File: config.mk
export PLATFORM = sky130hd
export DESIGN_NAME = emmc_traffic_gen_flat
export DESIGN_NICKNAME = d
export VERILOG_FILES = /design/src/rtl/emmc_traffic_gen_pkg.sv /design/src/rtl/emmc_traffic_gen_if.sv /design/src/rtl/emmc_traffic_gen_pattern_gen.sv /design/src/rtl/emmc_traffic_gen.sv /design/src/flat_wrapper.sv
export SDC_FILE = /design/constraint.sdc
export NUM_CORES = 1
export LEC_CHECK = 0
export BUFFER_PORTS_ARGS = -buffer_cell sky130_fd_sc_hd__buf_2
export CAP_MARGIN = 15
export CORE_MARGIN = 1
export CORE_UTILIZATION = 50
export CTS_CLUSTER_SIZE = 12
export DETAILED_ROUTE_END_ITERATION = 6
export GPL_TIMING_DRIVEN = 0
export HOLD_SLACK_MARGIN = 0.12
export PLACE_DENSITY = 0.8
export SLEW_MARGIN = 0
export SYNTH_ARGS = -nofsm -noshare
export SYNTH_HDL_FRONTEND = slang
export SYNTH_SLANG_ARGS = --single-unit
File: constraint.sdc
create_clock -name clk_i -period 6.05 [get_ports clk_i]
set_clock_uncertainty 0.1 [all_clocks]
set_input_delay 0 -clock clk_i [delete_from_list [all_inputs] [get_ports clk_i]]
set_output_delay 0 -clock clk_i [all_outputs]
set_load 0.01 [all_outputs]
File: src/rtl/emmc_traffic_gen_pkg.sv
// Shared types and constants for the eMMC write/read-back traffic generator.
package emmc_tg_p;

  typedef enum logic [1:0] {
    MODE_INC   = 2'd0,
    MODE_LFSR  = 2'd1,
    MODE_CONST = 2'd2,
    MODE_WALK  = 2'd3
  } tg_mode_e;

  localparam logic [2:0] S_IDLE    = 3'd0;
  localparam logic [2:0] S_WR_REQ  = 3'd1;
  localparam logic [2:0] S_WR_XFER = 3'd2;
  localparam logic [2:0] S_RD_REQ  = 3'd3;
  localparam logic [2:0] S_RD_XFER = 3'd4;
  localparam logic [2:0] S_DONE    = 3'd5;
  localparam logic [2:0] S_FAULT   = 3'd6;

  // x^8+x^6+x^5+x^4+1 as Fibonacci taps on bits 7,5,4,3
  localparam logic [7:0] LFSR_TAPS = 8'hB8;

  localparam int FLT_TIMEOUT = 0;
  localparam int FLT_LENGTH  = 1;

endpackage

File: src/rtl/emmc_traffic_gen_if.sv
// User-port bundle between the traffic generator (master) and emmc_sm (slave).
interface emmc_traffic_gen_if #(
  parameter int DATA_W = 8,
  parameter int IDX_W  = 16
);
  logic              we;
  logic              start;
  logic [IDX_W-1:0]  blk_idx;
  logic [IDX_W-1:0]  blk_cnt;
  logic [DATA_W-1:0] wdat;
  logic [DATA_W-1:0] rdat;
  logic              dvalid;
  logic              ready;

  modport master (output we, start, blk_idx, blk_cnt, wdat, input rdat, dvalid, ready);
  modport slave  (input we, start, blk_idx, blk_cnt, wdat, output rdat, dvalid, ready);
endinterface

File: src/rtl/emmc_traffic_gen_pattern_gen.sv
// Byte pattern source: incrementing, LFSR-8, constant or walking one.
module emmc_pattern_gen
  import emmc_tg_p::*;
#(
  parameter int DATA_W = 8
) (
  input  logic              clk_i,
  input  logic              arst_ni,
  input  tg_mode_e          mode_i,
  input  logic [DATA_W-1:0] seed_i,
  input  logic              load_i,
  input  logic              adv_i,
  output logic [DATA_W-1:0] byte_o
);
  localparam logic [DATA_W-1:0] ONE  = DATA_W'(1);
  localparam logic [DATA_W-1:0] TAPS = DATA_W'(LFSR_TAPS);

  logic [DATA_W-1:0] cur_q, cur_d, seed_nz;

  always_comb begin
    // LFSR and walking one would lock up on an all-zero state
    seed_nz = (seed_i == '0) ? ONE : seed_i;
    cur_d   = cur_q;
    if (load_i) begin
      cur_d = (mode_i == MODE_LFSR || mode_i == MODE_WALK) ? seed_nz : seed_i;
    end else if (adv_i) begin
      case (mode_i)
        MODE_INC:  cur_d = cur_q + ONE;
        MODE_LFSR: cur_d = {cur_q[DATA_W-2:0], ^(cur_q & TAPS)};
        MODE_WALK: cur_d = {cur_q[DATA_W-2:0], cur_q[DATA_W-1]};
        default:   cur_d = cur_q;
      endcase
    end
  end

  always_ff @(posedge clk_i or negedge arst_ni) begin
    if (!arst_ni) cur_q <= '0;
    else          cur_q <= cur_d;
  end

  assign byte_o = cur_q;

endmodule

File: src/rtl/emmc_traffic_gen.sv
// Write/read-back traffic generator and checker for the emmc_sm user port.
// Optional EMMC_TG_ERR_INJECT_EN: err_inject_i flips bit0 of the next write byte.
module emmc_traffic_gen
  import emmc_tg_p::*;
#(
  parameter int DATA_W      = 8,
  parameter int IDX_W       = 16,
  parameter int BLK_BYTES   = 512,
  parameter int TIMEOUT_CYC = 2**20,
  parameter int ERR_CNT_W   = 16
) (
  input  logic                 clk_i,
  input  logic                 arst_ni,
  input  logic                 run_i,
  input  logic                 loop_i,
  input  logic [1:0]           mode_i,
  input  logic [DATA_W-1:0]    seed_i,
  input  logic [IDX_W-1:0]     blk_idx_i,
  input  logic [IDX_W-1:0]     blk_cnt_i,
  emmc_traffic_gen_if.master   emmc,
  input  logic                 err_inject_i,
  output logic                 busy_o,
  output logic                 done_o,
  output logic [ERR_CNT_W-1:0] err_cnt_o,
  output logic [31:0]          first_err_o,
  output logic [15:0]          pass_cnt_o,
  output logic [1:0]           fault_o
);
  localparam int WD_W = $clog2(TIMEOUT_CYC + 1);

  logic [2:0]           state_q, state_d;
  logic                 run_q, rdy_q;
  tg_mode_e             mode_q;
  logic [DATA_W-1:0]    seed_q;
  logic [IDX_W-1:0]     idx_q, cnt_q;
  logic [31:0]          byte_q, byte_d, ferr_q, ferr_d;
  logic                 ferr_vld_q, ferr_vld_d;
  logic [WD_W-1:0]      wd_q, wd_d;
  logic [ERR_CNT_W-1:0] err_q, err_d;
  logic [15:0]          pass_q, pass_d;
  logic [1:0]           fault_q, fault_d;

  logic run_rise, rdy_rise, rdy_fall, in_req, in_xfer, act, timeout, len_bad;
  logic [31:0] exp_bytes;
  logic [DATA_W-1:0] pat, pg_seed;
  tg_mode_e pg_mode;
  logic pg_load, pg_adv;

  assign run_rise  = run_i & ~run_q;
  assign rdy_rise  = emmc.ready & ~rdy_q;
  assign rdy_fall  = ~emmc.ready & rdy_q;
  assign in_req    = (state_q == S_WR_REQ) || (state_q == S_RD_REQ);
  assign in_xfer   = (state_q == S_WR_XFER) || (state_q == S_RD_XFER);
  assign act       = emmc.dvalid | (emmc.ready ^ rdy_q);
  assign timeout   = (in_req | in_xfer) & ~act & (wd_q == WD_W'(TIMEOUT_CYC - 1));
  assign exp_bytes = 32'(cnt_q) * 32'(BLK_BYTES);
  // A strobe coinciding with the ready edge still belongs to this phase
  assign len_bad   = (byte_q + 32'(emmc.dvalid)) != exp_bytes;

  always_comb begin
    state_d    = state_q;
    byte_d     = byte_q;
    wd_d       = '0;
    err_d      = err_q;
    ferr_d     = ferr_q;
    ferr_vld_d = ferr_vld_q;
    pass_d     = pass_q;
    fault_d    = fault_q;
    if (in_req | in_xfer) wd_d = act ? '0 : wd_q + WD_W'(1);
    if (in_xfer && emmc.dvalid) byte_d = byte_q + 32'd1;
    if (in_req) byte_d = '0;
    case (state_q)
      S_IDLE: if (run_rise) begin
        state_d    = S_WR_REQ;
        err_d      = '0;
        ferr_d     = '0;
        ferr_vld_d = 1'b0;
        pass_d     = '0;
        fault_d    = '0;
      end
      S_WR_REQ: if (rdy_fall) state_d = S_WR_XFER;
      S_WR_XFER: if (rdy_rise) begin
        if (len_bad) fault_d[FLT_LENGTH] = 1'b1;
        state_d = S_RD_REQ;
      end
      S_RD_REQ: if (rdy_fall) state_d = S_RD_XFER;
      S_RD_XFER: begin
        if (emmc.dvalid && emmc.rdat != pat) begin
          if (err_q != '1) err_d = err_q + ERR_CNT_W'(1);
          if (!ferr_vld_q) begin
            ferr_d     = byte_q;
            ferr_vld_d = 1'b1;
          end
        end
        if (rdy_rise) begin
          if (len_bad) fault_d[FLT_LENGTH] = 1'b1;
          state_d = S_DONE;
        end
      end
      S_DONE: begin
        pass_d  = pass_q + 16'd1;
        state_d = (run_i && loop_i) ? S_WR_REQ : S_IDLE;
      end
      S_FAULT: if (!run_i) state_d = S_IDLE;
      default: state_d = S_IDLE;
    endcase
    if (timeout) begin
      fault_d[FLT_TIMEOUT] = 1'b1;
      state_d              = S_FAULT;
    end
  end

  always_ff @(posedge clk_i or negedge arst_ni) begin
    if (!arst_ni) begin
      state_q    <= S_IDLE;
      run_q      <= 1'b0;
      rdy_q      <= 1'b0;
      mode_q     <= MODE_INC;
      seed_q     <= '0;
      idx_q      <= '0;
      cnt_q      <= '0;
      byte_q     <= '0;
      ferr_q     <= '0;
      ferr_vld_q <= 1'b0;
      wd_q       <= '0;
      err_q      <= '0;
      pass_q     <= '0;
      fault_q    <= '0;
    end else begin
      state_q    <= state_d;
      run_q      <= run_i;
      rdy_q      <= emmc.ready;
      byte_q     <= byte_d;
      ferr_q     <= ferr_d;
      ferr_vld_q <= ferr_vld_d;
      wd_q       <= wd_d;
      err_q      <= err_d;
      pass_q     <= pass_d;
      fault_q    <= fault_d;
      if (state_q == S_IDLE && run_rise) begin
        mode_q <= tg_mode_e'(mode_i);
        seed_q <= seed_i;
        idx_q  <= blk_idx_i;
        cnt_q  <= (blk_cnt_i == '0) ? IDX_W'(1) : blk_cnt_i;
      end
    end
  end

  // In IDLE the generator is loaded straight from the inputs being latched
  assign pg_mode = (state_q == S_IDLE) ? tg_mode_e'(mode_i) : mode_q;
  assign pg_seed = (state_q == S_IDLE) ? seed_i : seed_q;
  assign pg_load = (state_d == S_WR_REQ || state_d == S_RD_REQ) && (state_d != state_q);
  assign pg_adv  = in_xfer & emmc.dvalid;

  emmc_pattern_gen #(.DATA_W(DATA_W)) u_pat (
    .clk_i  (clk_i),
    .arst_ni(arst_ni),
    .mode_i (pg_mode),
    .seed_i (pg_seed),
    .load_i (pg_load),
    .adv_i  (pg_adv),
    .byte_o (pat)
  );

`ifdef EMMC_TG_ERR_INJECT_EN
  logic inj_q;
  always_ff @(posedge clk_i or negedge arst_ni) begin
    if (!arst_ni)                                    inj_q <= 1'b0;
    else if (err_inject_i)                           inj_q <= 1'b1;
    else if (state_q == S_WR_XFER && emmc.dvalid)    inj_q <= 1'b0;
  end
  assign emmc.wdat = pat ^ {{(DATA_W-1){1'b0}}, inj_q & (state_q == S_WR_XFER)};
`else
  logic unused_inj;
  assign unused_inj = err_inject_i;
  assign emmc.wdat  = pat;
`endif

  assign emmc.we      = (state_q == S_WR_REQ) || (state_q == S_WR_XFER);
  assign emmc.start   = in_req & emmc.ready;
  assign emmc.blk_idx = idx_q;
  assign emmc.blk_cnt = cnt_q;
  assign busy_o       = (state_q != S_IDLE) && (state_q != S_FAULT);
  assign done_o       = (state_q == S_DONE);
  assign err_cnt_o    = err_q;
  assign first_err_o  = ferr_q;
  assign pass_cnt_o   = pass_q;
  assign fault_o      = fault_q;

endmodule

File: src/flat_wrapper.sv
// flat-port wrapper written by rule: the top's interface ports become plain ports
module emmc_traffic_gen_flat import emmc_tg_p::*;
#(
  parameter int DATA_W      = 8,
  parameter int IDX_W       = 16,
  parameter int BLK_BYTES   = 512,
  parameter int TIMEOUT_CYC = 2**20,
  parameter int ERR_CNT_W   = 16
)
  (clk_i, arst_ni, run_i, loop_i, mode_i, seed_i, blk_idx_i, blk_cnt_i, err_inject_i, busy_o, done_o, err_cnt_o, first_err_o, pass_cnt_o, fault_o, emmc_we, emmc_start, emmc_blk_idx, emmc_blk_cnt, emmc_wdat, emmc_rdat, emmc_dvalid, emmc_ready);
  emmc_traffic_gen_if #(.DATA_W(DATA_W), .IDX_W(IDX_W)) emmc_i ();
  input  logic clk_i;
  input  logic arst_ni;
  input  logic run_i;
  input  logic loop_i;
  input  logic [1:0] mode_i;
  input  logic [DATA_W-1:0] seed_i;
  input  logic [IDX_W-1:0] blk_idx_i;
  input  logic [IDX_W-1:0] blk_cnt_i;
  input  logic err_inject_i;
  output logic busy_o;
  output logic done_o;
  output logic [ERR_CNT_W-1:0] err_cnt_o;
  output logic [31:0] first_err_o;
  output logic [15:0] pass_cnt_o;
  output logic [1:0] fault_o;
  output wire logic [$bits(emmc_i.we)-1:0] emmc_we;
  output wire logic [$bits(emmc_i.start)-1:0] emmc_start;
  output wire logic [$bits(emmc_i.blk_idx)-1:0] emmc_blk_idx;
  output wire logic [$bits(emmc_i.blk_cnt)-1:0] emmc_blk_cnt;
  output wire logic [$bits(emmc_i.wdat)-1:0] emmc_wdat;
  input wire logic [$bits(emmc_i.rdat)-1:0] emmc_rdat;
  input wire logic [$bits(emmc_i.dvalid)-1:0] emmc_dvalid;
  input wire logic [$bits(emmc_i.ready)-1:0] emmc_ready;
  assign emmc_we = emmc_i.we;
  assign emmc_start = emmc_i.start;
  assign emmc_blk_idx = emmc_i.blk_idx;
  assign emmc_blk_cnt = emmc_i.blk_cnt;
  assign emmc_wdat = emmc_i.wdat;
  assign emmc_i.rdat = emmc_rdat;
  assign emmc_i.dvalid = emmc_dvalid;
  assign emmc_i.ready = emmc_ready;
  emmc_traffic_gen #(.DATA_W(DATA_W), .IDX_W(IDX_W), .BLK_BYTES(BLK_BYTES), .TIMEOUT_CYC(TIMEOUT_CYC), .ERR_CNT_W(ERR_CNT_W)) u_core (.clk_i(clk_i), .arst_ni(arst_ni), .run_i(run_i), .loop_i(loop_i), .mode_i(mode_i), .seed_i(seed_i), .blk_idx_i(blk_idx_i), .blk_cnt_i(blk_cnt_i), .emmc(emmc_i), .err_inject_i(err_inject_i), .busy_o(busy_o), .done_o(done_o), .err_cnt_o(err_cnt_o), .first_err_o(first_err_o), .pass_cnt_o(pass_cnt_o), .fault_o(fault_o));
endmodule
### After elaboration in Yosys (flattened, before gate mapping)

Cells that the tools add are included.

| cells by class | value |
|---|---|
| eq/ne operators | 22 |
| bitwise gates (word level) | 14 |
| reduce and logical (&&, ||, !) cells | 33 |
| mux-type cells | 39 |
| add/subtract/negate cells | 6 |

Operators by type and width:

| operator | count |
|---|---|
| 32-bit two-way mux | 5 |
| 16-bit two-way mux | 4 |
| 16-bit one-hot mux with 2 select lines | 2 |
| 32-bit one-hot mux with 2 select lines | 1 |
| 21-bit two-way mux | 2 |
| 8-bit two-way mux | 5 |
| 16-bit by 1-bit adder with 16-bit output (second input constant) | 2 |
| 32-bit by 1-bit adder with 32-bit output | 1 |
| 32-bit by 1-bit adder with 32-bit output (second input constant) | 1 |
| 32-bit by 25-bit inequality test with 1-bit output | 1 |
| 8-bit one-hot mux with 3 select lines | 1 |
| 21-bit by 1-bit adder with 21-bit output (second input constant) | 1 |
| 21-bit by 20-bit == test with 1-bit output (second input constant) | 1 |
| 3-bit two-way mux | 7 |
| 3-bit one-hot mux with 7 select lines | 1 |
| 16-bit zero test | 1 |
| 16-bit inequality test (second input constant) | 1 |
| 2-bit nonzero test | 7 |
| 4-bit AND reduction | 3 |
| 3-bit by 2-bit == test with 1-bit output (second input constant) | 3 |
| 3-bit == test (second input constant) | 3 |
| 8-bit by 1-bit adder with 8-bit output (second input constant) | 1 |
| 8-bit zero test | 1 |
| 8-bit inequality test | 1 |
| 24 further kinds | 58 |

| word-level totals | value |
|---|---|
| logic and storage cells | 130 |
| flip-flop bits (word level) | 175 |

### Logic depth before layout (Yosys ltp)

| logic depth | value |
|---|---|
| depth after elaboration | 11 |
| mapped depth | 10 |
| gate-level depth less buffers | 9 |

### Cells and area by module

Synthesis repeated with hierarchy kept, for this count alone.

| second synthesis, totals | value |
|---|---|
| cell total of the unflattened synthesis | 1028 |
| area total of the unflattened synthesis | 9252.6 µm² |

Modules (own cells, without submodules):

| module | area each (µm²) | cells each | instances |
|---|---|---|---|
| emmc_traffic_gen | 8573.2 | 955 | 1 |
| emmc_pattern_gen | 679.4 | 73 | 1 |

### Least setup slack after synthesis

Ideal clock, no wire load.

| path | value |
|---|---|
| kind | reg-to-reg |
| start point | reg u_core.byte_q[0] |
| end point | reg u_core.fault_q[1], in the netlist u_core.fault_o[1] |
| setup slack | 3.090 ns |
| cell stages (with the launch flop) | 11 |
| data arrival time | 2.721 ns |
| clock period less this slack | 2.960 ns |
| data required time | 5.811 ns |
| cell sequence | dfrtp_1 ha_1 ha_1 nand4_1 or4_1 buf_2 or3_1 a211o_1 nor4b_2 and4_1 a41oi_1 |

| on the way | value |
|---|---|
| longest elaborated chain between the ends | 4 |

Ends and longest elaborated chain:

| element | RTL line | RTL |
|---|---|---|
| start: declaration | emmc_traffic_gen.sv:36 | `logic [31:0] byte_q, byte_d, ferr_q, ferr_d;` |
| start signal: assignment | emmc_traffic_gen.sv:133 | `byte_q <= byte_d;` |
| 32-bit by 1-bit adder with 32-bit output | emmc_traffic_gen.sv:58 | `assign len_bad = (byte_q + 32'(emmc.dvalid)) != exp_bytes;` |
| 32-bit by 25-bit inequality test with 1-bit output | emmc_traffic_gen.sv:58 |  |
| 2-bit by 1-bit inequality test with 1-bit output (no line) | n/a |  |
| 4-bit AND reduction (no line) | n/a |  |
| end signal: assignment | emmc_traffic_gen.sv:139 | `fault_q <= fault_d;` |
| end: declaration | emmc_traffic_gen.sv:41 | `logic [1:0] fault_q, fault_d;` |

No other way between the ends.
A chain may end at the register's enable or synchronous reset.

### Final worst setup path

Ends and elaborated chain as after synthesis.

==> impl_metrics.yaml <==
worst_setup_path:
  crit_type: "reg -> reg"
  r2r-start: "u_core.byte_q[0]$_DFFE_PN0P_"
  crit_fanout: 7
  end_kind: "flip-flop"
  critPathLaunchType: "flip-flop"
  critPathLaunch: "u_core.byte_q[0]$_DFFE_PN0P_"
  cp.required_ns: 6.23
  cp.arrival_ns: 3.58
synthesis:
  synth_edf_count: 0
  synthesis.nets: 1092
  synth_area_leader_cell: "dfrtp_1"
  yosys-top-cells-area: "dfrtp_1 (49%), nand2_1 (10%), xor2_1 (4.7%)"
  yosysUniqueCellTypes: 57
  ys.flop_type: "dfrtp_1"
  synth_commonest_cells: "nand2_1 (243), dfrtp_1 (175), nor2_1 (100), o21ai_0 (74), xor2_1 (48)"
  yosysTopAreaCellShare_pct: 48.54
  yosys_register_bits: 175
  synthCells: 1025
  syn_area_per_cell_sq_um: 8.802
  synth_most_common_cell: "nand2_1"
  async_flop_share_pct: 100.0
  synth_seq_area_share_pct: 48.54
  yosysWarnings: 0
  syn_area_sq_mm: 0.009022
floorplan:
  placementRows: 48
  core_area_sq_mm: 0.01748
  dieWidth_um: 136.3
  die_y_um: 136.3
  start_util_pct: 51.63
  ios: 167
  dieArea_sq_mm: 0.01859
sta:
  timing.slew.headroom_pct: 19.71
  worst_slew_pin_slew_ns: 1.174
  max_freq_ghz: 0.2935
  finalHoldViolations: 0
  finalSetupViolations: 0
  finalCriticalPeriod_ns: 3.407
  drv_slew: 0
  hold-worst-slack_ns: 0.1838
  finalSetupTns_ns: 0
  rsz0062_at_grt: "no"
  fin_ws_ns: 2.643
  period_share_pct: 56.31
final_layout:
  syn_to_final_growth_pct: 24.53
  drive_above_1_share_pct: 17.30
  fill_cells: 1465
  antenna_cells: 0
  fin_cells: 1497
  finalNetCount: 1327
drt:
  drcViolationCount: 0
  via_count: 8193
  wire_per_inst_um: 15.83
  vias_per_cell: 5.473
  detail-route-antenna-nets: 0
  totalWireLength_mm: 23.69
  drt_iter0_markers: 654
  drt_first_pass_iters: 5
run_status:
  outcome: "completed"
clock_network:
  cts_setup_buffers: 0
  clk_latency_ns: 0.43
  path_clk_slew_ns: 0.06
  cts_buffer_depth: 2
  cts_htree_levels: 4
  cts_buffers: 17
  cts_tree: "built"
  cts_sinks: 175
  cts-root-buf: "clkbuf_16"
place:
  port_buffers: 165
  gp_congestion: 0.9233
  placedCellCount: 1416
  place_ws_ns: 2.654
  dp_hpwl_mm: 16.87
worst_hold_path:
  hp-class: "in -> reg"
  holdCritStartpoint: "emmc_ready"
global_routing:
  antenna_found_initial: 0
  grt_pass1_wl_mm: 38.96
  grt_max_degree: 114
  grt_pass1_vias: 7772
  track_usage_pct: 27.04
  overflow: 0
power_and_ir_drop:
  power.density_mw_per_mm2: 340.4
  ir_drop_mv: 0.2322
  power_leakage_nw: 5.314
job:
  maxCapViolCount: 0
final timing paths:
check	slack [ns]	end	cells past startpoint
min	0.18	u_core.rdy_q$_DFF_PN0_	2
min reg2reg	0.37	u_core.emmc.blk_idx[0]$_DFFE_PN0P_	2
min in group asynchronous	0.58	u_core.emmc.blk_idx[4]$_DFFE_PN0P_	4
max	2.64	u_core.fault_o[1]$_DFFE_PN0P_	10
max reg2reg	2.64	u_core.fault_o[1]$_DFFE_PN0P_	10
max in group asynchronous	4.75	u_core.first_err_o[14]$_DFFE_PN0P_	4
through the flow:
stage               power, W  util (%)  instance area, sq um
finish              0.003825     64.29                 11240
global route        0.004051     64.29                 11240
CTS                 0.003829     64.29                 11240
detailed placement  0.002764     58.18                 10170
global placement    0.002721     57.96                 10130
floorplan           0.002311         -                  9022
state kept, by name, indices dropped and copies added (netlist names), 16 cells and up:
register             count
u_core.byte_q           32
u_core.wd_q             21
u_core.emmc.blk_cnt     16
u_core.pass_cnt_o       16
u_core.first_err_o      32
u_core.err_cnt_o        16
u_core.emmc.blk_idx     16
cell type report:
class	count	area, sq um	area share, %
clock inverters	10	90.09	0.8018
multi-input cells	784	4369	38.89
well taps	225	281.5	2.506
repair buffers	216	1381	12.29
inverters	13	48.80	0.4343
plain buffers	53	225.2	2.004
flip-flops and latches	175	4379	38.98
clock buffers	21	460.4	4.098
worst max-delay path: stages (launching register included):
cell and delay (ns):
dfrtp_1 0.50, ha_1 0.28, ha_1 0.23, nand4_1 0.24
or4_1 0.48, buf_2 0.18, or3_1 0.35, a211o_1 0.32
nor4b_2 0.26, and4_1 0.21, a41oi_1 0.12
kinds of logic after synthesis:
| logic type | after synthesis | synth area share, % |
|---|---|---|
| compound gates | 146 | 9.555 |
| xor+xnor | 88 | 8.543 |
| fa+ha+maj | 10 | 1.387 |
| buf+inv | 66 | 3.037 |
| flops | 175 | 48.54 |
| mux | 24 | 2.690 |
| simple gates | 516 | 26.25 |
what timing repair did:
item	CTS	global route
gates resized for setup	0	0
hold endpoints to repair	233	0
hold buffers	50	0
where the power goes:
part	internal, W	switching [W]
Clock	0.000584	0.000451
Sequential	0.00136	0.000208
Combinational	0.000494	0.000727
Total	0.00244	0.00139
placed cells by master (no fill, tap or decap), types with 10 or more instances in the layout:
master,count
dfrtp_1,175
and3_1,20
nand2_1,243
clkbuf_16,17
a21oi_1,33
mux2i_1,22
xnor2_1,40
o21ai_0,74
xor2_1,48
nand3_1,36
clkbuf_1,42
nor4_1,14
nor3_1,21
nor2_1,100
dlygate4sd3_1,49
nand4_1,28
inv_1,12
buf_2,173
or3_1,16
ha_1,10
routing by layer:
| metal | vias up | wire length, um | global-route usage (%) | part of all wire (%) |
|---|---|---|---|---|
| li1 | 3972 | - | - | - |
| met3 | 37 | 1431 | 5.295 | 6.0 |
| met5 | - | 0 | 0 | 0 |
| met4 | 0 | 458 | 9.074 | 1.9 |
| met1 | 3911 | 10320 | 35.81 | 44 |
| met2 | 273 | 11490 | 44.30 | 48 |
(Power assumes the default switching activity.)
